### src/rtl/spi_target_bit_engine_if.sv
// Bus bundle for spi_target_bit_engine: arming/control from the loader, the SPI pins,
// and transaction results. The slave modport is the engine; master is its user.
// Optional macro SPI_TGT_OVERRUN_EN adds the overrun result bit.
interface spi_target_bit_engine_if #(
    parameter int unsigned MAX_BITS = 256
);
    logic                arm;
    logic [15:0]         bit_count;
    logic                cpol;
    logic                cpha;
    logic [MAX_BITS-1:0] tx_bits;
    logic                spi_sclk;
    logic                spi_cs_n;
    logic                spi_mosi;
    logic                spi_miso;
    logic                spi_miso_oe;
    logic [MAX_BITS-1:0] rx_bits;
    logic [15:0]         rx_count;
    logic                armed;
    logic                busy;
    logic                done;
    logic                aborted;
`ifdef SPI_TGT_OVERRUN_EN
    logic                overrun;
`endif

    modport slave (
        input  arm, bit_count, cpol, cpha, tx_bits, spi_sclk, spi_cs_n, spi_mosi,
`ifdef SPI_TGT_OVERRUN_EN
        output overrun,
`endif
        output spi_miso, spi_miso_oe, rx_bits, rx_count, armed, busy, done, aborted
    );

    modport master (
        output arm, bit_count, cpol, cpha, tx_bits, spi_sclk, spi_cs_n, spi_mosi,
`ifdef SPI_TGT_OVERRUN_EN
        input  overrun,
`endif
        input  spi_miso, spi_miso_oe, rx_bits, rx_count, armed, busy, done, aborted
    );
endinterface

### src/rtl/spi_target_bit_engine.sv
// SPI target bit engine: oversamples SCLK/CS_n/MOSI in the clk domain, shifts tx data out
// MSB-first on MISO and collects MOSI into rx_bits, pulsing done when CS_n deasserts.
// Optional macro SPI_TGT_OVERRUN_EN reports sample edges that arrive past bit_count.
module spi_target_bit_engine #(
    parameter int unsigned MAX_BITS    = 256,
    parameter int unsigned SYNC_STAGES = 2
) (
    input  logic                   clk,
    input  logic                   rst_n,
    spi_target_bit_engine_if.slave bus
);
    localparam int unsigned IdxW = (MAX_BITS > 1) ? $clog2(MAX_BITS) : 1;

    typedef enum logic [1:0] {StIdle, StArmed, StActive} state_e;

    logic [SYNC_STAGES-1:0] sclk_sync, cs_sync, mosi_sync;
    logic                   sclk_prev, cs_prev;
    logic                   sclk_s, cs_s, mosi_s;

    state_e                 state;
    logic [MAX_BITS-1:0]    tx_l, sh_rx, rx_bits_q;
    logic [15:0]            bc_l, shifts_left, samples_left, rx_count_q;
    logic                   cpol_l, cpha_l;
    logic [IdxW-1:0]        idx;
    logic                   miso_q, miso_oe_q, done_q, aborted_q;

    logic                   lead, trail, sample_edge, shift_edge, cs_fall, cs_rise;
    logic                   do_sample;
    logic [MAX_BITS-1:0]    sh_rx_next;
    logic [15:0]            samples_left_next;

`ifdef SPI_TGT_OVERRUN_EN
    logic                   ovr_flag, overrun_q, extra_edge;
`endif

    assign sclk_s = sclk_sync[SYNC_STAGES-1];
    assign cs_s   = cs_sync[SYNC_STAGES-1];
    assign mosi_s = mosi_sync[SYNC_STAGES-1];

    // Input synchronizers plus previous-value flops for edge detection; all equal depth.
    always_ff @(posedge clk or negedge rst_n) begin
        if (!rst_n) begin
            sclk_sync <= '1;
            cs_sync   <= '1;
            mosi_sync <= '0;
            sclk_prev <= 1'b1;
            cs_prev   <= 1'b1;
        end else begin
            sclk_sync <= {sclk_sync[SYNC_STAGES-2:0], bus.spi_sclk};
            cs_sync   <= {cs_sync[SYNC_STAGES-2:0], bus.spi_cs_n};
            mosi_sync <= {mosi_sync[SYNC_STAGES-2:0], bus.spi_mosi};
            sclk_prev <= sclk_s;
            cs_prev   <= cs_s;
        end
    end

    // Edge decode and the sample update, shared by the normal and CS-rise paths.
    always_comb begin
        lead              = (sclk_prev == cpol_l) && (sclk_s != cpol_l);
        trail             = (sclk_prev != cpol_l) && (sclk_s == cpol_l);
        sample_edge       = cpha_l ? trail : lead;
        shift_edge        = cpha_l ? lead : trail;
        cs_fall           = cs_prev && !cs_s;
        cs_rise           = !cs_prev && cs_s;
        do_sample         = (state == StActive) && sample_edge && (samples_left != 16'd0);
        sh_rx_next        = {sh_rx[MAX_BITS-2:0], mosi_s};
        samples_left_next = do_sample ? samples_left - 16'd1 : samples_left;
    end

`ifdef SPI_TGT_OVERRUN_EN
    assign extra_edge = (state == StActive) && sample_edge && (samples_left == 16'd0);
`endif

    // Transaction FSM with registered outputs.
    always_ff @(posedge clk or negedge rst_n) begin
        if (!rst_n) begin
            state        <= StIdle;
            tx_l         <= '0;
            sh_rx        <= '0;
            rx_bits_q    <= '0;
            bc_l         <= '0;
            shifts_left  <= '0;
            samples_left <= '0;
            rx_count_q   <= '0;
            cpol_l       <= 1'b0;
            cpha_l       <= 1'b0;
            idx          <= '0;
            miso_q       <= 1'b0;
            miso_oe_q    <= 1'b0;
            done_q       <= 1'b0;
            aborted_q    <= 1'b0;
`ifdef SPI_TGT_OVERRUN_EN
            ovr_flag     <= 1'b0;
            overrun_q    <= 1'b0;
`endif
        end else begin
            done_q    <= 1'b0;
            aborted_q <= 1'b0;
`ifdef SPI_TGT_OVERRUN_EN
            overrun_q <= 1'b0;
`endif
            unique case (state)
                StIdle: begin
                    if (bus.arm && (bus.bit_count != 16'd0) &&
                        (32'(bus.bit_count) <= MAX_BITS)) begin
                        tx_l       <= bus.tx_bits;
                        bc_l       <= bus.bit_count;
                        cpol_l     <= bus.cpol;
                        cpha_l     <= bus.cpha;
                        rx_count_q <= '0;
                        sh_rx      <= '0;
`ifdef SPI_TGT_OVERRUN_EN
                        ovr_flag   <= 1'b0;
`endif
                        state      <= StArmed;
                    end
                end
                StArmed: begin
                    // Only a real 1->0 edge starts; CS_n already low at arm must cycle.
                    if (cs_fall) begin
                        miso_oe_q    <= 1'b1;
                        miso_q       <= tx_l[IdxW'(bc_l - 16'd1)];
                        idx          <= IdxW'(bc_l - 16'd2);
                        shifts_left  <= bc_l - 16'd1;
                        samples_left <= bc_l;
                        state        <= StActive;
                    end
                end
                StActive: begin
                    if (cs_rise) begin
                        // A sample landing in the same cycle as CS rise still counts.
                        rx_bits_q    <= do_sample ? sh_rx_next : sh_rx;
                        rx_count_q   <= rx_count_q + 16'(do_sample);
                        samples_left <= samples_left_next;
                        done_q       <= 1'b1;
                        aborted_q    <= (samples_left_next != 16'd0);
                        miso_oe_q    <= 1'b0;
                        miso_q       <= 1'b0;
`ifdef SPI_TGT_OVERRUN_EN
                        overrun_q    <= ovr_flag | extra_edge;
`endif
                        state        <= StIdle;
                    end else begin
                        if (do_sample) begin
                            sh_rx        <= sh_rx_next;
                            samples_left <= samples_left_next;
                            rx_count_q   <= rx_count_q + 16'd1;
                        end
`ifdef SPI_TGT_OVERRUN_EN
                        if (extra_edge) begin
                            ovr_flag <= 1'b1;
                        end
`endif
                        if (shift_edge) begin
                            // With cpha=1 the first leading edge is skipped: bit already out.
                            if (cpha_l && (rx_count_q == 16'd0)) begin
                                miso_q <= miso_q;
                            end else if (shifts_left != 16'd0) begin
                                miso_q      <= tx_l[idx];
                                idx         <= idx - 1'b1;
                                shifts_left <= shifts_left - 16'd1;
                            end else begin
                                miso_q <= 1'b0;
                            end
                        end
                    end
                end
                default: state <= StIdle;
            endcase
        end
    end

    assign bus.spi_miso    = miso_q;
    assign bus.spi_miso_oe = miso_oe_q;
    assign bus.rx_bits     = rx_bits_q;
    assign bus.rx_count    = rx_count_q;
    assign bus.armed       = (state == StArmed);
    assign bus.busy        = (state != StIdle);
    assign bus.done        = done_q;
    assign bus.aborted     = aborted_q;
`ifdef SPI_TGT_OVERRUN_EN
    assign bus.overrun     = overrun_q;
`endif
endmodule

### src/flat_wrapper.sv
// flat-port wrapper written by rule: the top's interface ports become plain ports
module spi_target_bit_engine_flat 
#(
    parameter int unsigned MAX_BITS    = 256,
    parameter int unsigned SYNC_STAGES = 2
)
  (clk, rst_n, bus_arm, bus_bit_count, bus_cpol, bus_cpha, bus_tx_bits, bus_spi_sclk, bus_spi_cs_n, bus_spi_mosi, bus_spi_miso, bus_spi_miso_oe, bus_rx_bits, bus_rx_count, bus_armed, bus_busy, bus_done, bus_aborted);
  spi_target_bit_engine_if #(.MAX_BITS(MAX_BITS)) bus_i ();
  input  logic clk;
  input  logic rst_n;
  input wire logic [$bits(bus_i.arm)-1:0] bus_arm;
  input wire logic [$bits(bus_i.bit_count)-1:0] bus_bit_count;
  input wire logic [$bits(bus_i.cpol)-1:0] bus_cpol;
  input wire logic [$bits(bus_i.cpha)-1:0] bus_cpha;
  input wire logic [$bits(bus_i.tx_bits)-1:0] bus_tx_bits;
  input wire logic [$bits(bus_i.spi_sclk)-1:0] bus_spi_sclk;
  input wire logic [$bits(bus_i.spi_cs_n)-1:0] bus_spi_cs_n;
  input wire logic [$bits(bus_i.spi_mosi)-1:0] bus_spi_mosi;
  output wire logic [$bits(bus_i.spi_miso)-1:0] bus_spi_miso;
  output wire logic [$bits(bus_i.spi_miso_oe)-1:0] bus_spi_miso_oe;
  output wire logic [$bits(bus_i.rx_bits)-1:0] bus_rx_bits;
  output wire logic [$bits(bus_i.rx_count)-1:0] bus_rx_count;
  output wire logic [$bits(bus_i.armed)-1:0] bus_armed;
  output wire logic [$bits(bus_i.busy)-1:0] bus_busy;
  output wire logic [$bits(bus_i.done)-1:0] bus_done;
  output wire logic [$bits(bus_i.aborted)-1:0] bus_aborted;
  assign bus_i.arm = bus_arm;
  assign bus_i.bit_count = bus_bit_count;
  assign bus_i.cpol = bus_cpol;
  assign bus_i.cpha = bus_cpha;
  assign bus_i.tx_bits = bus_tx_bits;
  assign bus_i.spi_sclk = bus_spi_sclk;
  assign bus_i.spi_cs_n = bus_spi_cs_n;
  assign bus_i.spi_mosi = bus_spi_mosi;
  assign bus_spi_miso = bus_i.spi_miso;
  assign bus_spi_miso_oe = bus_i.spi_miso_oe;
  assign bus_rx_bits = bus_i.rx_bits;
  assign bus_rx_count = bus_i.rx_count;
  assign bus_armed = bus_i.armed;
  assign bus_busy = bus_i.busy;
  assign bus_done = bus_i.done;
  assign bus_aborted = bus_i.aborted;
  spi_target_bit_engine #(.MAX_BITS(MAX_BITS), .SYNC_STAGES(SYNC_STAGES)) u_core (.clk(clk), .rst_n(rst_n), .bus(bus_i));
endmodule
### config.mk
export PLATFORM = sky130hd
export DESIGN_NAME = spi_target_bit_engine_flat
export DESIGN_NICKNAME = d
export VERILOG_FILES = /design/src/rtl/spi_target_bit_engine_if.sv /design/src/rtl/spi_target_bit_engine.sv /design/src/flat_wrapper.sv
export SDC_FILE = /design/constraint.sdc
export NUM_CORES = 2
export LEC_CHECK = 0
export BUFFER_PORTS_ARGS = -buffer_cell sky130_fd_sc_hd__buf_2
export CORE_UTILIZATION = 50
export DETAILED_ROUTE_END_ITERATION = 6
export GPL_TIMING_DRIVEN = 0
export PLACE_DENSITY = 0.74
export SETUP_SLACK_MARGIN = 0.2
export SYNTH_ARGS = -nofsm -noshare
export SYNTH_HDL_FRONTEND = slang
export SYNTH_SLANG_ARGS = --single-unit
export TNS_END_PERCENT = 30
### constraint.sdc
create_clock -name clk -period 3.3 [get_ports clk]
set_input_delay 0.165 -clock clk [delete_from_list [all_inputs] [get_ports clk]]
set_output_delay 0.165 -clock clk [all_outputs]
set_load 0.02 [all_outputs]
==> run_results.csv <==
group,metric,value,unit
detailed_routing,ant_nets,0,
clock_tree,insertion_delay,0.68,ns
cells_and_area,drive_gt1_share,28.3,%
setup_path,path_delay_family,"buffers and inverters",
place,postPlaceCellArea,43400,µm²
yosys,yosysWarnings,0,
cells_and_area,utilization,64.4,%
floorplanning,die_h,282,µm
yosys,avgSynthCellArea,11.3,µm²
yosys,ys.flop_type,"dfrtp_1",
global_route,grt_pass1_wl,198,mm
sta,fin_crit_sh,101,%
global_route,grt_pass1_vias,33600,
place,portBuffers,557,
detailed_routing,via_count,34100,
setup_path,arrival,3.87,ns
sta,clock_skew,0.0360,ns
floorplanning,initial_core_util,50.5,%
outcome,violations,"design-rule violations, negative setup slack",
worst_hold_path,hold_path_class,"input pin to flip-flop",
sta,hold_viol_final,0,
yosys,syn_area,39100,µm²
clock_tree,cts_tree,"done",
yosys,syn_inst,3461,
cells_and_area,instances_no_fill,5526,
power,finalPower,37.6,mW
clock_tree,cts_htree_levels,3,
setup_path,r2r.worst_path.cells,11,
sta,relSlewSlack,24.4,%
place,place.gp.congestion,0.940,
power,peakVddDrop,0.000436,V
worst_hold_path,min_to,"u_core.state[1]$_DFFE_PN0P_",
clock_tree,root_buffer,"clkbuf_16",
setup_path,r2r_setup_slack,-0.04,ns
cells_and_area,fin_nets,4695,
detailed_routing,remaining_drc_errors,1,
floorplanning,dieArea,79400,µm²
sta,fin_ws,-0.0420,ns
detailed_routing,firstDrtPassIters,7,
floorplanning,pin_count,558,
detailed_routing,wl_per_cell,23.8,µm
detailed_routing,vias_per_cell,6.16,
setup_path,cpMaxStageDelayCell,"o21ai_0",
setup_path,crit_chain,"buf_12 -> clkbuf_4 -> buf_4 -> clkbuf_2 -> clkbuf_4 -> nand3_1 -> o211ai_1 -> o22ai_1 -> o21ai_0 -> a31o_2 -> o211ai_1",
sta,setup_tns,-0.0420,ns
yosys,postSynth.asyncResetShare,100,%
global_route,grt_overflow_total,0,
power,cellPowerDensity,753,nW/µm²
yosys,syn_nets,3753,
place,place_hpwl,85.1,mm
setup_path,worst_setup_path_end_kind,"flip-flop",
run,maxCapViolCount,0,
global_route,grt_max_degree,123,
cells_and_area,ff_latch_area,21400,µm²
yosys,ys_seq_area_share,54.8,%
place,placedCellCount,5065,
setup_path,r2r_end,"u_core.bus.spi_miso$_DFFE_PN0P_",
yosys,yosys.cell_types.count,75,
clock_tree,numCtsBuffers,90,
setup_path,crit_path_start_kind,"flip-flop",
global_route,antenna_found_initial,15,
outcome,status,"finished with violations",
detailed_routing,drtIter0Drc,3521,
sta,max_freq,299,MHz
detailed_routing,routed_wl,131,mm
clock_tree,clock-sinks,856,
clock_tree,clk_pin_slew,0.06,ns
sta,drv_slew,0,
worst_hold_path,hp-start,"bus_bit_count[12]",
yosys,synth_seq_cells,856,
setup_path,cp.required,3.82,ns
floorplanning,die_w,282,µm
yosys,synth-edff-count,0,
cells_and_area,multi_input_area,16800,µm²
setup_path,cp_num_buf_inv,5,
clock_tree,clk_path_buf_depth,3,
floorplanning,std_cell_rows,102,
sta,period_needed,3.34,ns
global_route,grt_use_total,32.7,%
floorplanning,core_area,77500,µm²
sta,tightestPinTransition,1.13,ns
sta,setup_viol,1,
cells_and_area,fillers,5673,
setup_path,slowest_delay,0.48,ns
worst_hold_path,hold_depth,6,
setup_path,timing.rr.start,"u_core.bc_l[0]$_DFFE_PN0P_",
cells_and_area,syn_to_final_growth,27.6,%
sta,rsz0062_at_grt,"true",
power,leakage,22.7,nW
setup_path,critical_path_class,"flip-flop to flip-flop",
cells_and_area,post-route-cell-area,49900,µm²
setup_path,critical_path.max_fanout,10,
==> state kept, by name, indices dropped and copies added (netlist names), 2 cells and up <==
name                 flops
u_core.sclk_sync         2
u_core.idx               8
u_core.tx_l            256
u_core.bus.rx_bits     256
u_core.mosi_sync         2
u_core.bc_l             16
u_core.sh_rx           256
u_core.bus.rx_count     16
u_core.shifts_left      16
u_core.cs_sync           2
u_core.samples_left     16
u_core.state             2
==> metrics by stage <==
step,setup WS (ns),hold WS [ns]
final,-0.0420,0.155
after global routing,-0.00140,0.161
after CTS,0.00742,0.130
after detailed placement,-1.67,0.274
after global placement,-16.13,0.274
after floorplan,0.154,-0.131
==> synthesized netlist by cell type, types with 4 or more instances <==
| master | n | area (µm²) |
|---|---|---|
| dfrtp_1 | 850 | 21300 |
| nand2_1 | 600 | 2250 |
| nor2_1 | 312 | 1170 |
| mux2_2 | 277 | 3120 |
| a31oi_1 | 261 | 1630 |
| a22o_1 | 259 | 2270 |
| clkbuf_1 | 225 | 845 |
| mux4_2 | 109 | 2450 |
| mux2i_1 | 68 | 681 |
| a21oi_1 | 36 | 180 |
| o21ai_0 | 36 | 180 |
| buf_2 | 35 | 175 |
| nor3_1 | 30 | 150 |
| nand3_1 | 28 | 140 |
| a22oi_1 | 27 | 203 |
| o22ai_1 | 23 | 144 |
| xnor2_1 | 20 | 175 |
| xor2_1 | 20 | 175 |
| nor4_1 | 19 | 119 |
| buf_1 | 17 | 63.8 |
| inv_1 | 16 | 60.1 |
| and2_1 | 15 | 93.8 |
| nand4_1 | 13 | 81.3 |
| ha_1 | 12 | 150 |
| nand2b_1 | 11 | 68.8 |
| and3_1 | 9 | 56.3 |
| or3_1 | 9 | 56.3 |
| o221ai_1 | 8 | 70.1 |
| a211oi_1 | 7 | 52.6 |
| nor2b_1 | 7 | 43.8 |
| or4_1 | 7 | 52.6 |
| a311oi_1 | 6 | 52.6 |
| dfstp_2 | 6 | 158 |
| o211ai_1 | 6 | 45.0 |
| a221o_1 | 5 | 50.1 |
| a2111oi_0 | 4 | 35.0 |
| nor3b_1 | 4 | 30.0 |
| o221a_2 | 4 | 45.0 |
| o31ai_1 | 4 | 30.0 |
==> how the worst max path moves through the flow <==
stage	startpoint	depth (start not counted)	slack [ns]	to
2_1_floorplan	u_core.bc_l[0]$_DFFE_PN0P_	11	0.15	u_core.bus.spi_miso$_DFFE_PN0P_
4_1_cts	u_core.idx[1]$_DFFE_PN0P_	9	0.007	u_core.bus.spi_miso$_DFFE_PN0P_
3_5_place_dp	u_core.bc_l[0]$_DFFE_PN0P_	13	-1.67	u_core.bus.spi_miso$_DFFE_PN0P_
5_1_grt	u_core.bc_l[2]$_DFFE_PN0P_	10	-0.001	u_core.bus.spi_miso$_DFFE_PN0P_
6_report	u_core.bc_l[0]$_DFFE_PN0P_	11	-0.04	u_core.bus.spi_miso$_DFFE_PN0P_
3_3_place_gp	rst_n	1	-16.13	u_core.bus.rx_bits[70]$_DFFE_PN0P_
==> power by group <==
part	switching, mW	internal, mW	leakage [nW]	total, mW
logic	8.86	4.42	9.90	13.3
clock network	4.48	5.99	1.48	10.5
registers	1.33	12.5	11.3	13.8
==> area by class of cell <==
class                   count  share of cell area, %
clock inverters            31                  0.930
multi-input cells        2309                   33.7
clock buffers             130                   5.20
diodes                     14                 0.0702
well taps                1040                   2.61
plain buffers             279                   2.69
flip-flops and latches    856                   43.0
repair buffers            850                   11.7
inverters                  17                  0.138
==> worst min-delay path: stages <==
cell     delay, ns
buf_2         0.07
nor4_1        0.03
nand2_1       0.11
o31ai_1       0.11
nand2_1       0.12
o22a_1        0.15
==> routing by layer <==
layer	track usage [%]	up-vias	wire length (µm)
li1	-	14500	-
met1	40.0	16800	48300
met2	51.4	2105	60400
met3	8.20	670	12300
met4	22.2	6	10200
met5	0	-	34
==> layout by cell type (no fill, tap or decap), drive strengths merged, types with 7 or more instances in the layout <==
cell / count
a211oi: 7
a21oi: 36
a22o: 259
a22oi: 27
a31oi: 261
and2: 16
and3: 9
buf: 632
clkbuf: 354
clkinv: 21
dfrtp: 850
diode: 14
dlygate4sd3: 271
ha: 12
inv: 17
mux2: 277
mux2i: 68
mux4: 109
nand2: 600
nand2b: 11
nand3: 28
nand4: 13
nor2: 312
nor2b: 7
nor3: 30
nor4: 22
o21ai: 37
o221ai: 8
o22ai: 23
or3: 9
or4: 8
xnor2: 20
xor2: 20
==> cell families after synthesis <==
logic type	Yosys count	synth area share, %
compound gates	716	13.4
xor+xnor	40	0.896
fa+ha+maj	12	0.384
buf+inv	296	2.97
flops	856	54.8
mux	454	16.0
simple gates	1087	11.6
==> what timing repair did <==
action | 4_1_cts | 5_1_grt
pin swaps | 7 | 3
setup endpoints to repair | 529 | 472
hold buffers | 271 | 0
buffers inserted | 11 | 4
gates cloned | 0 | 0
hold endpoints to repair | 373 | 0
resized for setup | 98 | 117
(Power assumes the default switching activity.)
